File: config.mk
export PLATFORM = sky130hd
export DESIGN_NAME = ctrl_pipe_flat
export DESIGN_NICKNAME = d
export VERILOG_FILES = /design/src/rtl/ctrl_pipe_if.sv /design/src/rtl/ctrl_pipe.sv /design/src/flat_wrapper.sv
export SDC_FILE = /design/constraint.sdc
export NUM_CORES = 1
export LEC_CHECK = 0
export ABC_AREA = 0
export BUFFER_PORTS_ARGS = -buffer_cell sky130_fd_sc_hd__buf_2
export CORE_MARGIN = 5
export CORE_UTILIZATION = 25
export CTS_BUF_LIST = sky130_fd_sc_hd__clkbuf_16
export DETAILED_ROUTE_END_ITERATION = 10
export SETUP_SLACK_MARGIN = 0.5
export SLEW_MARGIN = 5
export SYNTH_ARGS = -nofsm -noshare
export SYNTH_HDL_FRONTEND = slang
export SYNTH_SLANG_ARGS = --single-unit
File: constraint.sdc
create_clock -name clk -period 1.4 [get_ports clk]
set_input_delay 0.07 -clock clk [delete_from_list [all_inputs] [get_ports clk]]
set_output_delay 0.07 -clock clk [all_outputs]
set_load 0.01 [all_outputs]
File: src/rtl/ctrl_pipe_if.sv
`default_nettype none
// ============================================================================
//  Module   : ctrl_pipe_if
//  Purpose  : Bundle of the decode-side inputs and per-stage control outputs
//             of ctrl_pipe.
//  Ports    : master modport drives enable/op_code/in_valid/stall/flush/freeze
//             and observes ctrl_o/valid_o/illegal_o/illegal_cnt_o; the slave
//             modport (ctrl_pipe) is the mirror image.
//  Revision : 1.0 - initial release
// ============================================================================
interface ctrl_pipe_if #(
    parameter int ALU_OP_W  = 4,
    parameter int STAGES    = 3,
    parameter int ILL_CNT_W = 8
);
    localparam int c_cw = ALU_OP_W + 9;

    logic                      enable;
    logic [5:0]                op_code;
    logic                      in_valid;
    logic                      stall;
    logic                      flush;
    logic                      freeze;
    logic [STAGES*c_cw-1:0]    ctrl_o;
    logic [STAGES-1:0]         valid_o;
    logic                      illegal_o;
    logic [ILL_CNT_W-1:0]      illegal_cnt_o;

    modport master (
        output enable, op_code, in_valid, stall, flush, freeze,
        input  ctrl_o, valid_o, illegal_o, illegal_cnt_o
    );

    modport slave (
        input  enable, op_code, in_valid, stall, flush, freeze,
        output ctrl_o, valid_o, illegal_o, illegal_cnt_o
    );
endinterface
`default_nettype wire

File: src/rtl/ctrl_pipe.sv
`default_nettype none
// ============================================================================
//  Module   : ctrl_pipe
//  Purpose  : Decodes the 6-bit ID opcode into a control word and carries it
//             through STAGES registered control stages (stage 0 = ID/EX).
//             Handles stall/flush bubbles, global freeze and illegal opcodes
//             (decoded as valid NOPs).
//  Ports    : clk, rst_n (async active-low), bus (ctrl_pipe_if.slave):
//             enable, op_code, in_valid, stall, flush, freeze in;
//             ctrl_o (stage k at [k*CW +: CW]), valid_o, illegal_o,
//             illegal_cnt_o out.
//  Config   : define CTRL_ILLEGAL_TRAP_EN to enable the illegal-opcode pulse
//             and saturating counter; otherwise both outputs are tied to 0.
//  Revision : 1.0 - initial release
// ============================================================================
module ctrl_pipe #(
    parameter int ALU_OP_W  = 4,
    parameter int STAGES    = 3,
    parameter int ILL_CNT_W = 8
) (
    input  logic       clk,
    input  logic       rst_n,
    ctrl_pipe_if.slave bus
);
    localparam int c_cw = ALU_OP_W + 9;

    // ------------------------------------------------------------------
    // Opcode decode
    // ------------------------------------------------------------------
    logic            w_reg_write;
    logic            w_mem_to_reg;
    logic            w_mem_write;
    logic            w_mem_read;
    logic            w_jump;
    logic            w_alu_src;
    logic            w_reg_dest;
    logic            w_is_beq;
    logic            w_branch;
    logic [3:0]      w_alu4;
    logic [c_cw-1:0] w_word;
    logic            w_capture;

    always_comb begin
        w_reg_write  = 1'b0;
        w_mem_to_reg = 1'b0;
        w_mem_write  = 1'b0;
        w_mem_read   = 1'b0;
        w_jump       = 1'b0;
        w_alu_src    = 1'b0;
        w_reg_dest   = 1'b0;
        w_is_beq     = 1'b0;
        w_branch     = 1'b0;
        w_alu4       = 4'b0000;
        casez (bus.op_code)
            6'b000000: begin                       // R-type
                w_reg_dest  = 1'b1;
                w_reg_write = 1'b1;
                w_alu4      = 4'b0000;
            end
            6'b000100: begin                       // BEQ
                w_branch = 1'b1;
                w_is_beq = 1'b1;
                w_alu4   = 4'b0001;
            end
            6'b000101: begin                       // BNE
                w_branch = 1'b1;
                w_alu4   = 4'b0011;
            end
            6'b000010: begin                       // J
                w_jump = 1'b1;
                w_alu4 = 4'b0100;
            end
            6'b000011: begin                       // JAL
                w_jump      = 1'b1;
                w_reg_dest  = 1'b1;
                w_reg_write = 1'b1;
                w_alu4      = 4'b0101;
            end
            6'b100???: begin                       // loads
                w_alu_src    = 1'b1;
                w_mem_read   = 1'b1;
                w_mem_to_reg = 1'b1;
                w_reg_write  = 1'b1;
                w_alu4       = 4'b0110;
            end
            6'b101???: begin                       // stores
                w_alu_src   = 1'b1;
                w_mem_write = 1'b1;
                w_alu4      = 4'b0111;
            end
            6'b001???: begin                       // I-type ALU
                w_alu_src   = 1'b1;
                w_reg_write = 1'b1;
                case (bus.op_code[2:0])
                    3'b000:  w_alu4 = 4'b1000;
                    3'b001:  w_alu4 = 4'b1001;
                    3'b100:  w_alu4 = 4'b1010;
                    3'b101:  w_alu4 = 4'b1011;
                    3'b110:  w_alu4 = 4'b1100;
                    3'b111:  w_alu4 = 4'b1101;
                    3'b010:  w_alu4 = 4'b1110;
                    default: w_alu4 = 4'b1111;     // 3'b011
                endcase
            end
            default: ;                             // illegal -> all-zero NOP
        endcase
    end

    assign w_word = {ALU_OP_W'(w_alu4), w_branch, w_is_beq, w_reg_dest,
                     w_alu_src, w_jump, w_mem_read, w_mem_write,
                     w_mem_to_reg, w_reg_write};

    // A real instruction enters stage 0 only when nothing of higher priority
    // (freeze, flush, stall, decode disable, empty ID) applies.
    assign w_capture = !bus.freeze && !bus.flush && !bus.stall &&
                       bus.enable && bus.in_valid;

    // ------------------------------------------------------------------
    // Control stage chain
    // ------------------------------------------------------------------
    logic [c_cw-1:0]   r_ctrl [STAGES];
    logic [STAGES-1:0] r_valid;

    always_ff @(posedge clk or negedge rst_n) begin
        if (!rst_n) begin
            for (int k = 0; k < STAGES; k++) begin
                r_ctrl[k] <= '0;
            end
            r_valid <= '0;
        end else if (!bus.freeze) begin
            r_ctrl[0]  <= w_capture ? w_word : '0;
            r_valid[0] <= w_capture;
            for (int k = 1; k < STAGES; k++) begin
                r_ctrl[k]  <= r_ctrl[k-1];
                r_valid[k] <= r_valid[k-1];
            end
        end
    end

    generate
        for (genvar k = 0; k < STAGES; k++) begin : g_out
            assign bus.ctrl_o[k*c_cw +: c_cw] = r_ctrl[k];
            assign bus.valid_o[k]             = r_valid[k];
        end
    endgenerate

    // ------------------------------------------------------------------
    // Illegal-opcode trap
    // ------------------------------------------------------------------
`ifdef CTRL_ILLEGAL_TRAP_EN
    logic                 r_illegal;
    logic [ILL_CNT_W-1:0] r_ill_cnt;
    logic                 w_ill_take;

    // Every legal opcode sets at least one control bit, so an all-zero
    // decoded word identifies an illegal opcode.
    assign w_ill_take = w_capture && (w_word == '0);

    always_ff @(posedge clk or negedge rst_n) begin
        if (!rst_n) begin
            r_illegal <= 1'b0;
            r_ill_cnt <= '0;
        end else if (bus.freeze) begin
            r_illegal <= 1'b0;
        end else begin
            r_illegal <= w_ill_take;
            if (w_ill_take && (r_ill_cnt != '1)) begin
                r_ill_cnt <= r_ill_cnt + ILL_CNT_W'(1);
            end
        end
    end

    assign bus.illegal_o     = r_illegal;
    assign bus.illegal_cnt_o = r_ill_cnt;
`else
    assign bus.illegal_o     = 1'b0;
    assign bus.illegal_cnt_o = '0;
`endif

endmodule
`default_nettype wire
File: src/flat_wrapper.sv
// flat-port wrapper written by rule: the top's interface ports become plain ports
module ctrl_pipe_flat 
#(
    parameter int ALU_OP_W  = 4,
    parameter int STAGES    = 3,
    parameter int ILL_CNT_W = 8
)
  (clk, rst_n, bus_enable, bus_op_code, bus_in_valid, bus_stall, bus_flush, bus_freeze, bus_ctrl_o, bus_valid_o, bus_illegal_o, bus_illegal_cnt_o);
  ctrl_pipe_if #(.ALU_OP_W(ALU_OP_W), .STAGES(STAGES), .ILL_CNT_W(ILL_CNT_W)) bus_i ();
  input  logic clk;
  input  logic rst_n;
  input wire logic [$bits(bus_i.enable)-1:0] bus_enable;
  input wire logic [$bits(bus_i.op_code)-1:0] bus_op_code;
  input wire logic [$bits(bus_i.in_valid)-1:0] bus_in_valid;
  input wire logic [$bits(bus_i.stall)-1:0] bus_stall;
  input wire logic [$bits(bus_i.flush)-1:0] bus_flush;
  input wire logic [$bits(bus_i.freeze)-1:0] bus_freeze;
  output wire logic [$bits(bus_i.ctrl_o)-1:0] bus_ctrl_o;
  output wire logic [$bits(bus_i.valid_o)-1:0] bus_valid_o;
  output wire logic [$bits(bus_i.illegal_o)-1:0] bus_illegal_o;
  output wire logic [$bits(bus_i.illegal_cnt_o)-1:0] bus_illegal_cnt_o;
  assign bus_i.enable = bus_enable;
  assign bus_i.op_code = bus_op_code;
  assign bus_i.in_valid = bus_in_valid;
  assign bus_i.stall = bus_stall;
  assign bus_i.flush = bus_flush;
  assign bus_i.freeze = bus_freeze;
  assign bus_ctrl_o = bus_i.ctrl_o;
  assign bus_valid_o = bus_i.valid_o;
  assign bus_illegal_o = bus_i.illegal_o;
  assign bus_illegal_cnt_o = bus_i.illegal_cnt_o;
  ctrl_pipe #(.ALU_OP_W(ALU_OP_W), .STAGES(STAGES), .ILL_CNT_W(ILL_CNT_W)) u_core (.clk(clk), .rst_n(rst_n), .bus(bus_i));
endmodule
# Word level (Yosys, flattened, before mapping)
# Index checks and enable logic that the tools add are counted.
[classes] eq_ne=13 n_mux=11 n_reduce_logical=14
[ops] operator="case mux 4 bit (7 select lines)" count=1
[ops] operator="case mux 3 bit (7 select lines)" count=1
[ops] operator="== test 3 bit, second input constant" count=6
[ops] operator="2-to-1 mux 13 bit" count=1
[ops] operator="== test 6 x 2 -> 1 bit, second input constant" count=2
[ops] operator="== test 6 x 3 -> 1 bit, second input constant" count=2
[ops] operator="2-to-1 mux 1 bit" count=8
[ops] operator="== test 3 x 1 -> 1 bit, second input constant" count=2
[ops] operator="logical NOT 6 bit" count=1
[ops] operator="OR reduction 2 bit" count=3
[ops] operator="logical AND 1 bit" count=4
[ops] operator="OR reduction 4 bit" count=1
[ops] operator="== test 3 x 2 -> 1 bit, second input constant" count=1
[ops] operator="logical NOT 1 bit" count=3
[ops] operator="logical NOT 3 bit" count=1
[ops] operator="OR reduction 3 bit" count=1
[word_totals] elab_cells=42 register_bits=42 out_inout_bits=51

# Longest topological paths before layout
# Gate-level depths: netlist of run 1.
[depth] depth_word=6 depth_mapped=4 mapped_depth_nobuf=3

# Worst setup path before layout of run 1
# OpenSTA, ideal clock, no wires.
[synth_path] path_kind="input port to flip-flop" from="input port bus_op_code[5]" to="register u_core.r_ctrl (netlist bit u_core.bus.ctrl_o[0])" arrival_time_ns=0.967 stages=4 n_path_buf=1 setup_slack_ns=0.366 cell_sequence="buf_6 or4_4 o22ai_1 a22o_2"
[synth_between] elab_chain_len=4
[synth_lines] element="start, declared" line="flat_wrapper.sv:13" source="input wire logic [$bits(bus_i.op_code)-1:0] bus_op_code;"
[synth_lines] element="== test 6 x 2 -> 1 bit, or another cell as far along" line="ctrl_pipe.sv:54" source="casez (bus.op_code)"
[synth_lines] element="OR reduction 4 bit (no source line) *"
[synth_lines] element="2-to-1 mux 1 bit *" line="ctrl_pipe.sv:54"
[synth_lines] element="2-to-1 mux 13 bit *" line="ctrl_pipe.sv:131" source="r_ctrl[0] <= w_capture ? w_word : '0;"
[synth_lines] element="end signal, assigned by index" line="ctrl_pipe.sv:134" source="r_ctrl[k] <= r_ctrl[k-1];"
[synth_lines] element="end, declared" line="ctrl_pipe.sv:121" source="logic [c_cw-1:0] r_ctrl [STAGES];"
# Mark *: on every way between the ends. The rest lies on a longest branch, timed or not.
# A chain may end at the register's enable or synchronous reset.

# Final worst setup path of run 1
[layout_path] from="register u_core.r_ctrl (netlist bit u_core.bus.ctrl_o[3])" to="output port bus_ctrl_o[3]"
[layout_rtl] element="end, declared" line="flat_wrapper.sv:18" source="output wire logic [$bits(bus_i.ctrl_o)-1:0] bus_ctrl_o;"
# No word-level cell between the ends.

==> results of run 1 <==
cells in the final DEF, fill, tap and decap left out:
| cell type | count |
|---|---|
| or4b_4 | 1 |
| nand3_2 | 1 |
| nor2_4 | 1 |
| conb_1 | 9 |
| inv_1 | 3 |
| clkinv_1 | 1 |
| buf_6 | 5 |
| bufinv_16 | 1 |
| nor4_1 | 1 |
| buf_4 | 11 |
| dfrtp_1 | 39 |
| o211ai_1 | 1 |
| or4_4 | 1 |
| nand2b_1 | 1 |
| nor4b_4 | 1 |
| nor2_1 | 3 |
| clkbuf_16 | 5 |
| nand3b_1 | 1 |
| xnor2_1 | 1 |
| or4bb_1 | 1 |
| xor2_1 | 1 |
| buf_2 | 50 |
| a22o_1 | 6 |
| dlygate4sd3_1 | 1 |
| mux2_2 | 26 |
| o22ai_1 | 1 |
| a21o_2 | 1 |
| a32o_1 | 5 |
| o21ai_0 | 2 |
| clkinv_2 | 1 |
| a22o_2 | 1 |
| nand2_1 | 1 |
| or2_2 | 1 |
| a21o_1 | 1 |
final timing paths:
kind / to / cells after the start
setup / recovery: bus_ctrl_o[3] / 1
hold / removal: u_core.bus.ctrl_o[4]$_DFFE_PN0N_ / 2
setup reg to reg: u_core.bus.ctrl_o[13]$_DFFE_PN0N_ / 2
hold reg to reg: u_core.bus.ctrl_o[34]$_DFFE_PN0N_ / 1
max in group asynchronous: u_core.bus.ctrl_o[11]$_DFFE_PN0N_ / 3
min in group asynchronous: u_core.bus.ctrl_o[26]$_DFFE_PN0N_ / 3
logic make-up after synthesis:
family | count (synthesis) | share of synthesized area [%]
AO/OA/AOI/OAI | 18 | 9.078
XOR/XNOR | 2 | 1.042
buffers and inverters | 21 | 8.036
flip-flops | 39 | 58.04
multiplexers | 26 | 17.41
other | 1 | 0.2230
AND/OR/NAND/NOR | 14 | 6.176
through the flow:
| stage | hold WS (ns) | setup slack, ns | total power, mW | utilization (%) | instance area [um2] |
|---|---|---|---|---|---|
| 3_3_place_gp | 0.1623 | 0.2601 | 1.352 | 30.94 | 1998 |
| 2_1_floorplan | -0.2256 | 0.3855 | 1.291 | - | 1730 |
| 4_1_cts | 0.1596 | 0.4720 | 2.640 | 34.21 | 2210 |
| 3_5_place_dp | 0.1688 | 0.2542 | 1.354 | 30.94 | 1998 |
| 5_1_grt | 0.1769 | 0.4611 | 2.722 | 35.08 | 2266 |
| 6_report | 0.1645 | 0.4956 | 2.596 | 35.08 | 2266 |
power by group through the flow:
stage                     clock network (mW)  logic, mW  registers [mW]
after global placement                     0      0.180            1.17
final                                   1.26      0.186            1.15
after floorplan                            0      0.112            1.18
after CTS                               1.30      0.186            1.15
after global routing                    1.36      0.209            1.15
after detailed placement                   0      0.181            1.17
sequential cells by signal, summed over array words and instances (netlist names):
register and cells:
u_core.bus.valid_o 3, u_core.bus.ctrl_o 36
layout make-up:
cell class | instances | area, um2
inverter | 3 | 11.26
tap | 77 | 96.34
clock inverter | 3 | 38.79
clock buffer | 5 | 125.1
sequential | 39 | 975.9
multi-input combinational | 69 | 619.3
fill | 659 | 4193
timing repair buffer | 67 | 399.1
routing by layer:
layer  wire, um  global-route usage (%)  vias to the layer above
li1           -                       -                      542
met1       1731                   11.95                      571
met2       1555                   13.63                       44
met3        310                   4.173                        2
met4         28                   2.228                        0
met5          0                       0                        -
what timing repair did:
item | CTS | global route
pin swaps | 0 | 1
setup endpoints to repair | 13 | 34
hold buffers | 1 | 0
hold endpoints to repair | 39 | 0
cloned | 0 | 0
gates resized for setup | 0 | 6
buffers inserted | 5 | 3
==> flow_metrics.py, run 1 <==
metrics = {
    "power": {
        "peakVddDrop_uv": 527.5,
        "p_leak_nw": 1.264,
        "clkPwrFrac_pct": 48.4,
        "seqPwrFrac_pct": 44.4,
        "combPwrFrac_pct": 7.2,
        "pwr_density_cell_nw_per_um2": 1145,
        "switching_share_pct": 21.08,
        "p_int_mw": 2.048,
        "switchingPower_uw": 547.1,
    },
    "critical_path": {
        "worstPathRequired_ns": 1.33,
        "crit_slowest_cell": "dfrtp_1",
        "cp-start-kind": "flop",
        "reg2reg_from": "u_core.bus.ctrl_o[0]$_DFFE_PN0N_",
        "crit_path_max_incr_delay_ns": 0.40,
        "path_cells": "buf_2",
        "critical-path-top-delay-family": "flip-flops",
        "worst-path-max-fanout": 4,
        "reg2reg_setup_slack_ns": 0.53,
        "cp.arrival_ns": 0.83,
        "cp_num_buf_inv": 1,
        "end_kind": "primary output",
        "critPathKind": "flop to primary output",
        "crit_path_start": "u_core.bus.ctrl_o[3]$_DFFE_PN0N_",
    },
    "floorplanning": {
        "core_um2": 6459,
        "fp.dieH_um": 92.02,
        "rows": 29,
        "ioPinCount": 64,
        "dieArea_um2": 8467,
        "die_w_um": 92.02,
        "initial_core_util_pct": 26.04,
    },
    "synthesis": {
        "syn-instance-count": 121,
        "synth_edf_count": 0,
        "avgSynthCellArea_um2": 13.90,
        "ys_seq_area_share_pct": 58.04,
        "synth_most_common_cell": "dfrtp_1",
        "ys_ff_latch": 39,
        "synth-async-reset-ratio_pct": 100.0,
        "yosysTopAreaCellShare_pct": 58.04,
        "netlist_area_um2": 1682,
        "ys_types": 30,
        "synth.top_cells.by_count": "39 x dfrtp_1, 26 x mux2_2, 12 x buf_4, 6 x a22o_1, 5 x a32o_1",
        "synthFlopType": "dfrtp_1",
        "yosysWarningCount": 0,
        "synth_area_leaders": "dfrtp_1 58%, mux2_2 17%, buf_4 5.4%",
        "synth_top_cell_by_area": "dfrtp_1",
    },
    "routing": {
        "drc_errors": 0,
        "firstDrtPassIters": 4,
        "route.detailed.wl_per_inst_um": 13.78,
        "vias": 1159,
        "wl_um": 3625,
        "avgViaCountPerCell": 4.407,
        "antenna_left": 0,
        "drt-initial-drc-count": 27,
    },
    "timing": {
        "tightestPinTransition_ns": 0.5384,
        "fin_crit_sh_pct": 64.60,
        "finalSetupTns_ns": 0,
        "rsz0062_at_grt": "true",
        "period_minus_slack_ns": 0.9044,
        "drv_slew": 0,
        "fmax_mhz": 1106,
        "maxSlewHeadroom_pct": 63.96,
        "worst_clock_skew_ns": 0.004345,
        "hold_viol": 0,
        "finalSetupViolations": 0,
    },
    "grt": {
        "antenna_found_initial": 0,
        "grtUsageTotal_pct": 9.089,
        "grt_max_degree": 40,
        "grt_overflow": 0,
        "grt_first_pass_wirelength_um": 6085,
        "grt_pass1_vias": 1159,
    },
    "clock_network": {
        "clock-sinks": 39,
        "ctsRootBufferMaster": "clkbuf_16",
        "clkSlewWorstSetupHoldPaths_ns": 0.06,
        "cts-buffers-inserted": 5,
        "cts_tree": "done",
        "clockBufferDepth": 2,
        "clk_latency_ns": 0.28,
        "cts_max_level": 2,
    },
    "status": {
        "status": "finished clean",
    },
    "place": {
        "place_hpwl_um": 2579,
        "portBuffers": 54,
        "placed_cells": 246,
        "gp_congestion": 0.6958,
    },
    "worst_hold_path": {
        "min_from": "bus_op_code[1]",
        "hold_path_class": "input pin to flop",
    },
    "finish": {
        "final_cells": 263,
        "area_growth_pct": 34.75,
        "layout.nets": 198,
        "antenna_cells": 0,
        "drive_gt1_share_pct": 57.53,
    },
    "job": {
        "drv_cap": 0,
    },
}
Power figures use the tool's default switching activity.
==> run 2, diff against run 1 <==
- clock period: 1.4 -> 0.9 ns (I/O delays scaled with it)
==> run 2 against run 1 <==
  * The run now ends with negative hold slack left
  * Via count up 4.3%
  * Hold slack worse by 0.44 ns
  * Combinational power up 98%
  * Non-clock buffer count rose by 12
  * Setup slack got worse by 0.49 ns
  * Critical path depth stayed put
  * Global-route usage is 0.86 points higher
  * First-iteration DRC count shrank 26%
  * Largest cell class unchanged
  * Highest routed layer unchanged
==> flow_metrics.py, run 2 (synthesis results as in run 1) <==
metrics = {
    "clock_network": {
        "cts_max_level": 2,
        "clock-sinks": 39,
        "cts-buffers-inserted": 5,
        "clockBufferDepth": 2,
        "clkSlewWorstSetupHoldPaths_ns": 0.06,
        "clk_latency_ns": 0.28,
        "cts_tree": "done",
        "ctsRootBufferMaster": "clkbuf_16",
    },
    "timing": {
        "finalSetupViolations": 0,
        "finalSetupTns_ns": 0,
        "worst_clock_skew_ns": 0.002025,
        "rsz0062_at_grt": "true",
        "drv_slew": 0,
        "period_minus_slack_ns": 0.8936,
        "hold_viol": 39,
        "holdWs_ns": -0.2760,
        "fmax_mhz": 1119,
        "fin_crit_sh_pct": 99.29,
    },
    "grt": {
        "grt_first_pass_wirelength_um": 6644,
        "grt_max_degree": 40,
        "grtUsageTotal_pct": 9.945,
        "grt_pass1_vias": 1275,
        "grt_overflow": 0,
        "antenna_found_initial": 0,
    },
    "finish": {
        "layout_common_cells": "52 x buf_2, 39 x dfrtp_1, 24 x mux2_4",
        "final_common_cell": "buf_2",
        "layout.nets": 210,
        "drive_gt1_share_pct": 61.62,
        "antenna_cells": 0,
        "largest_register_ffs": 36,
        "area_growth_pct": 46.06,
    },
    "status": {
        "violations": "negative hold slack",
        "status": "complete, but fails checks",
    },
    "critical_path": {
        "crit_path_max_incr_delay_ns": 0.41,
        "critical-path-top-delay-family": "flip-flops",
        "path_cells": "buf_2",
        "end_kind": "primary output",
        "worstPathRequired_ns": 0.85,
        "crit_slowest_cell": "dfrtp_1",
        "critPathKind": "flop to primary output",
        "cp.arrival_ns": 0.85,
        "worst-path-max-fanout": 3,
        "cp_num_buf_inv": 1,
        "cp-start-kind": "flop",
    },
    "floorplanning": {
        "die_w_um": 92.02,
        "initial_core_util_pct": 26.04,
        "ioPinCount": 64,
        "dieArea_um2": 8467,
        "rows": 29,
        "fp.dieH_um": 92.02,
        "core_um2": 6459,
    },
    "worst_hold_path": {
        "hold_path_class": "input pin to asynchronous set/reset pin",
    },
    "routing": {
        "antenna_left": 0,
        "wl_um": 3986,
        "drt-initial-drc-count": 20,
        "avgViaCountPerCell": 4.396,
        "vias": 1209,
        "drc_errors": 0,
        "firstDrtPassIters": 3,
        "route.detailed.wl_per_inst_um": 14.49,
    },
    "power": {
        "pwr_density_cell_nw_per_um2": 1554,
        "peakVddDrop_uv": 829.6,
        "p_leak_nw": 1.380,
    },
    "place": {
        "gp_congestion": 0.7369,
        "place_hpwl_um": 2861,
        "portBuffers": 54,
    },
    "job": {
        "drv_cap": 0,
    },
}
run 2: changes by cell type in the layout (fill, tap and decap cells not counted), sizes merged:
cell / delta
dlygate4sd3: -1
bufinv: -1
buf: +13
inv: +1
run 2: path summary, 6_finish.rpt:
| check | slack (ns) | depth (start not counted) | from | end |
|---|---|---|---|---|
| worst max-delay path | 0.006 | 1 | u_core.bus.ctrl_o[7]$_DFFE_PN0N_ | bus_ctrl_o[7] |
| worst min-delay path | -0.28 | 2 | rst_n | u_core.bus.ctrl_o[29]$_DFFE_PN0N_ |
| worst max register to register | 0.02 | 2 | u_core.bus.ctrl_o[0]$_DFFE_PN0N_ | u_core.bus.ctrl_o[0]$_DFFE_PN0N_ |
| worst min register to register | 0.50 | 1 | u_core.bus.ctrl_o[26]$_DFFE_PN0N_ | u_core.bus.ctrl_o[26]$_DFFE_PN0N_ |
| max in group asynchronous | 0.97 | 2 | rst_n | u_core.bus.ctrl_o[13]$_DFFE_PN0N_ |
| min in group clk | 0.09 | 2 | bus_op_code[3] | u_core.bus.ctrl_o[12]$_DFFE_PN0N_ |
run 2: per-layer routing:
layer,up-vias,track usage [%],wire length (um)
li1,571,-,-
met4,0,4.455,71
met2,42,14.90,1763
met3,8,3.028,255
met5,-,0,0
met1,588,13.21,1895
run 2: what timing repair did:
action | in CTS | in global routing
buffers inserted | 7 | 2
hold endpoints to repair | 39 | 39
endpoints found under the setup margin | 81 | 81
resized for setup | 26 | 5
pin swaps | 9 | 0
run 2: per-stage QoR:
step | utilization [%] | power (mW) | std cells | setup WS, ns | area, um2
CTS | 37.43 | 3.894 | 273 | -0.01280 | 2417
global placement | 32.99 | 2.164 | 258 | -0.1698 | 2131
global route | 38.03 | 4.003 | 275 | -0.03032 | 2456
floorplan | - | 2.025 | 129 | -0.08813 | 1793
finish | 38.03 | 3.818 | 275 | 0.006381 | 2456
detailed placement | 32.99 | 2.168 | 258 | -0.1798 | 2131
run 2: power by group:
group | switching (mW) | leakage [nW] | internal [mW]
logic | 0.202 | 0.767 | 0.167
clock network | 0.658 | 0.0701 | 0.997
registers | 0.0158 | 0.543 | 1.78
total | 0.876 | 1.38 | 2.94
run 2: final cells by class:
cell class                 count  area, um2
multi-input combinational     69      742.0
sequential                    39      975.9
clock inverter                 3      11.26
clock buffer                   5      125.1
timing repair buffer          79      494.2
inverter                       3      11.26
tap                           77      96.34
fill                         660       4003
==> run 3, diff against run 2 <==
- CTS_CLUSTER_SIZE: not set -> 30
- RECOVER_POWER: not set -> 25
- clock period: 0.9 -> 1.15 ns (I/O delays scaled with it)
==> run 3 against run 2 <==
  * The run now ends clean
  * Die area stayed put
  * Design area is 1.6% lower
  * Critical endpoint is now bus_ctrl_o[6]
  * Total power is 9.8% lower
  * Sequential share of layout area is 0.71 points higher
  * Register-to-register slack better by 0.25 ns
  * Cell count is 1.5% lower
  * First-iteration DRC count is 5.0% higher
  * Critical path depth stayed put
  * Flip-flop and latch count stayed put
  * Core utilization is 0.62 points lower
==> flow_metrics.py, run 3 (synthesis results as in run 1) <==
metrics = {
    "grt": {
        "grt_max_degree": 40,
        "antenna_found_initial": 0,
        "grt_first_pass_wirelength_um": 6527,
        "grt_pass1_vias": 1229,
        "grt_overflow": 0,
        "grtUsageTotal_pct": 9.878,
    },
    "timing": {
        "maxSlewHeadroom_pct": 63.21,
        "tightestPinTransition_ns": 0.5518,
        "hold_viol": 0,
        "fin_crit_sh_pct": 79.54,
        "worst_clock_skew_ns": 0.002515,
        "period_minus_slack_ns": 0.9147,
        "fmax_mhz": 1093,
        "finalSetupTns_ns": 0,
        "setup_slack_ns": 0.2353,
        "rsz0062_at_grt": "true",
        "drv_slew": 0,
        "finalSetupViolations": 0,
    },
    "floorplanning": {
        "rows": 29,
        "fp.dieH_um": 92.02,
        "core_um2": 6459,
        "initial_core_util_pct": 26.04,
        "ioPinCount": 64,
        "dieArea_um2": 8467,
        "die_w_um": 92.02,
    },
    "clock_network": {
        "ctsRootBufferMaster": "clkbuf_16",
        "cts_max_level": 2,
        "clockBufferDepth": 2,
        "clk_latency_ns": 0.28,
        "clkSlewWorstSetupHoldPaths_ns": 0.06,
        "cts-buffers-inserted": 5,
        "clock-sinks": 39,
        "cts_tree": "done",
    },
    "critical_path": {
        "cp_num_buf_inv": 1,
        "cp.arrival_ns": 0.86,
        "reg2reg_setup_slack_ns": 0.27,
        "end_kind": "primary output",
        "path_cells": "buf_2",
        "worstPathRequired_ns": 1.09,
        "critPathKind": "flop to primary output",
        "crit_slowest_cell": "dfrtp_1",
        "crit_path_max_incr_delay_ns": 0.42,
        "worst-path-max-fanout": 3,
        "critical-path-top-delay-family": "flip-flops",
        "cp-start-kind": "flop",
    },
    "power": {
        "peakVddDrop_uv": 652.2,
        "p_leak_nw": 1.334,
        "power.total_mw": 3.444,
        "pwr_density_cell_nw_per_um2": 1426,
    },
    "finish": {
        "antenna_cells": 0,
        "final_common_cell": "buf_2",
        "layout.nets": 206,
        "largest_register_ffs": 36,
        "postLayoutCellArea_um2": 2416,
        "drive_gt1_share_pct": 62.37,
        "area_growth_pct": 43.68,
        "layout_common_cells": "52 x buf_2, 38 x dfrtp_1, 22 x mux2_2",
    },
    "status": {
        "status": "finished clean",
    },
    "routing": {
        "wl_um": 4008,
        "vias": 1214,
        "drt-initial-drc-count": 21,
        "antenna_left": 0,
        "avgViaCountPerCell": 4.480,
        "route.detailed.wl_per_inst_um": 14.79,
        "drc_errors": 0,
        "firstDrtPassIters": 4,
    },
    "place": {
        "post-place-ws_ns": 0.05333,
        "place_hpwl_um": 2917,
        "gp_congestion": 0.6838,
        "portBuffers": 54,
        "post_dp_cell_area_um2": 2093,
    },
    "job": {
        "drv_cap": 0,
    },
    "worst_hold_path": {
        "hold_path_class": "input pin to flop",
    },
}
[run 3: cell count changes in the layout (fill, tap and decap cells not counted), moves of 2 or more]
cell	before	now
buf_6	5	10
clkinv_1	2	0
bufinv_16	0	2
mux2_2	2	22
buf_4	21	11
mux2_4	24	4
[run 3: worst paths after layout]
kind | startpoint | to | cells after the start
min reg2reg | u_core.bus.ctrl_o[33]$_DFFE_PN0N_ | u_core.bus.ctrl_o[33]$_DFFE_PN0N_ | 1
max reg2reg | u_core.bus.ctrl_o[0]$_DFFE_PN0N_ | u_core.bus.ctrl_o[0]$_DFFE_PN0N_ | 2
min | bus_op_code[0] | u_core.bus.ctrl_o[7]$_DFFE_PN0N_ | 3
min in group asynchronous | rst_n | u_core.bus.ctrl_o[15]$_DFFE_PN0N_ | 3
max in group asynchronous | rst_n | u_core.bus.ctrl_o[8]$_DFFE_PN0N_ | 3
max | u_core.bus.ctrl_o[6]$_DFFE_PN0N_ | bus_ctrl_o[6] | 1
[run 3: power by group]
| part | leakage (nW) | switching [mW] | internal, mW |
|---|---|---|---|
| Sequential | 0.541 | 0.0122 | 1.39 |
| Combinational | 0.702 | 0.150 | 0.112 |
| Clock | 0.0900 | 0.538 | 1.24 |
| Total | 1.33 | 0.700 | 2.74 |
[run 3: through the flow]
stage / std cells / hold slack [ns] / utilization [%]
CTS: 270 / 0.1489 / 36.75
global placement: 253 / 0.04294 / 32.41
detailed placement: 253 / 0.04533 / 32.41
floorplan: 129 / -0.2381 / -
finish: 271 / 0.1541 / 37.41
global route: 271 / 0.1730 / 37.41
[run 3: routing by layer]
| layer | vias up | share of wire (%) | track usage (%) |
|---|---|---|---|
| met5 | - | 0 | 0 |
| met4 | 0 | 1.4 | 3.713 |
| met3 | 8 | 5.5 | 2.782 |
| met2 | 45 | 46 | 15.39 |
| met1 | 600 | 47 | 13.07 |
| li1 | 561 | - | - |
[run 3: cell type report]
type	instances	area (um2)
Inverter	3	11.26
Sequential cell	39	977.2
Clock inverter	3	67.56
Tap cell	77	96.34
Clock buffer	5	125.1
Timing Repair Buffer	75	473.0
Multi-Input combinational cell	69	665.6
Fill cell	675	4043
[run 3: repair_timing]
| item | CTS | global route |
|---|---|---|
| hold buffers | 1 | 0 |
| endpoints found under the hold margin | 39 | 0 |
| pin swaps | 7 | 1 |
| setup buffers | 8 | 1 |
| setup endpoints to repair | 81 | 81 |
| resized for setup | 4 | 12 |
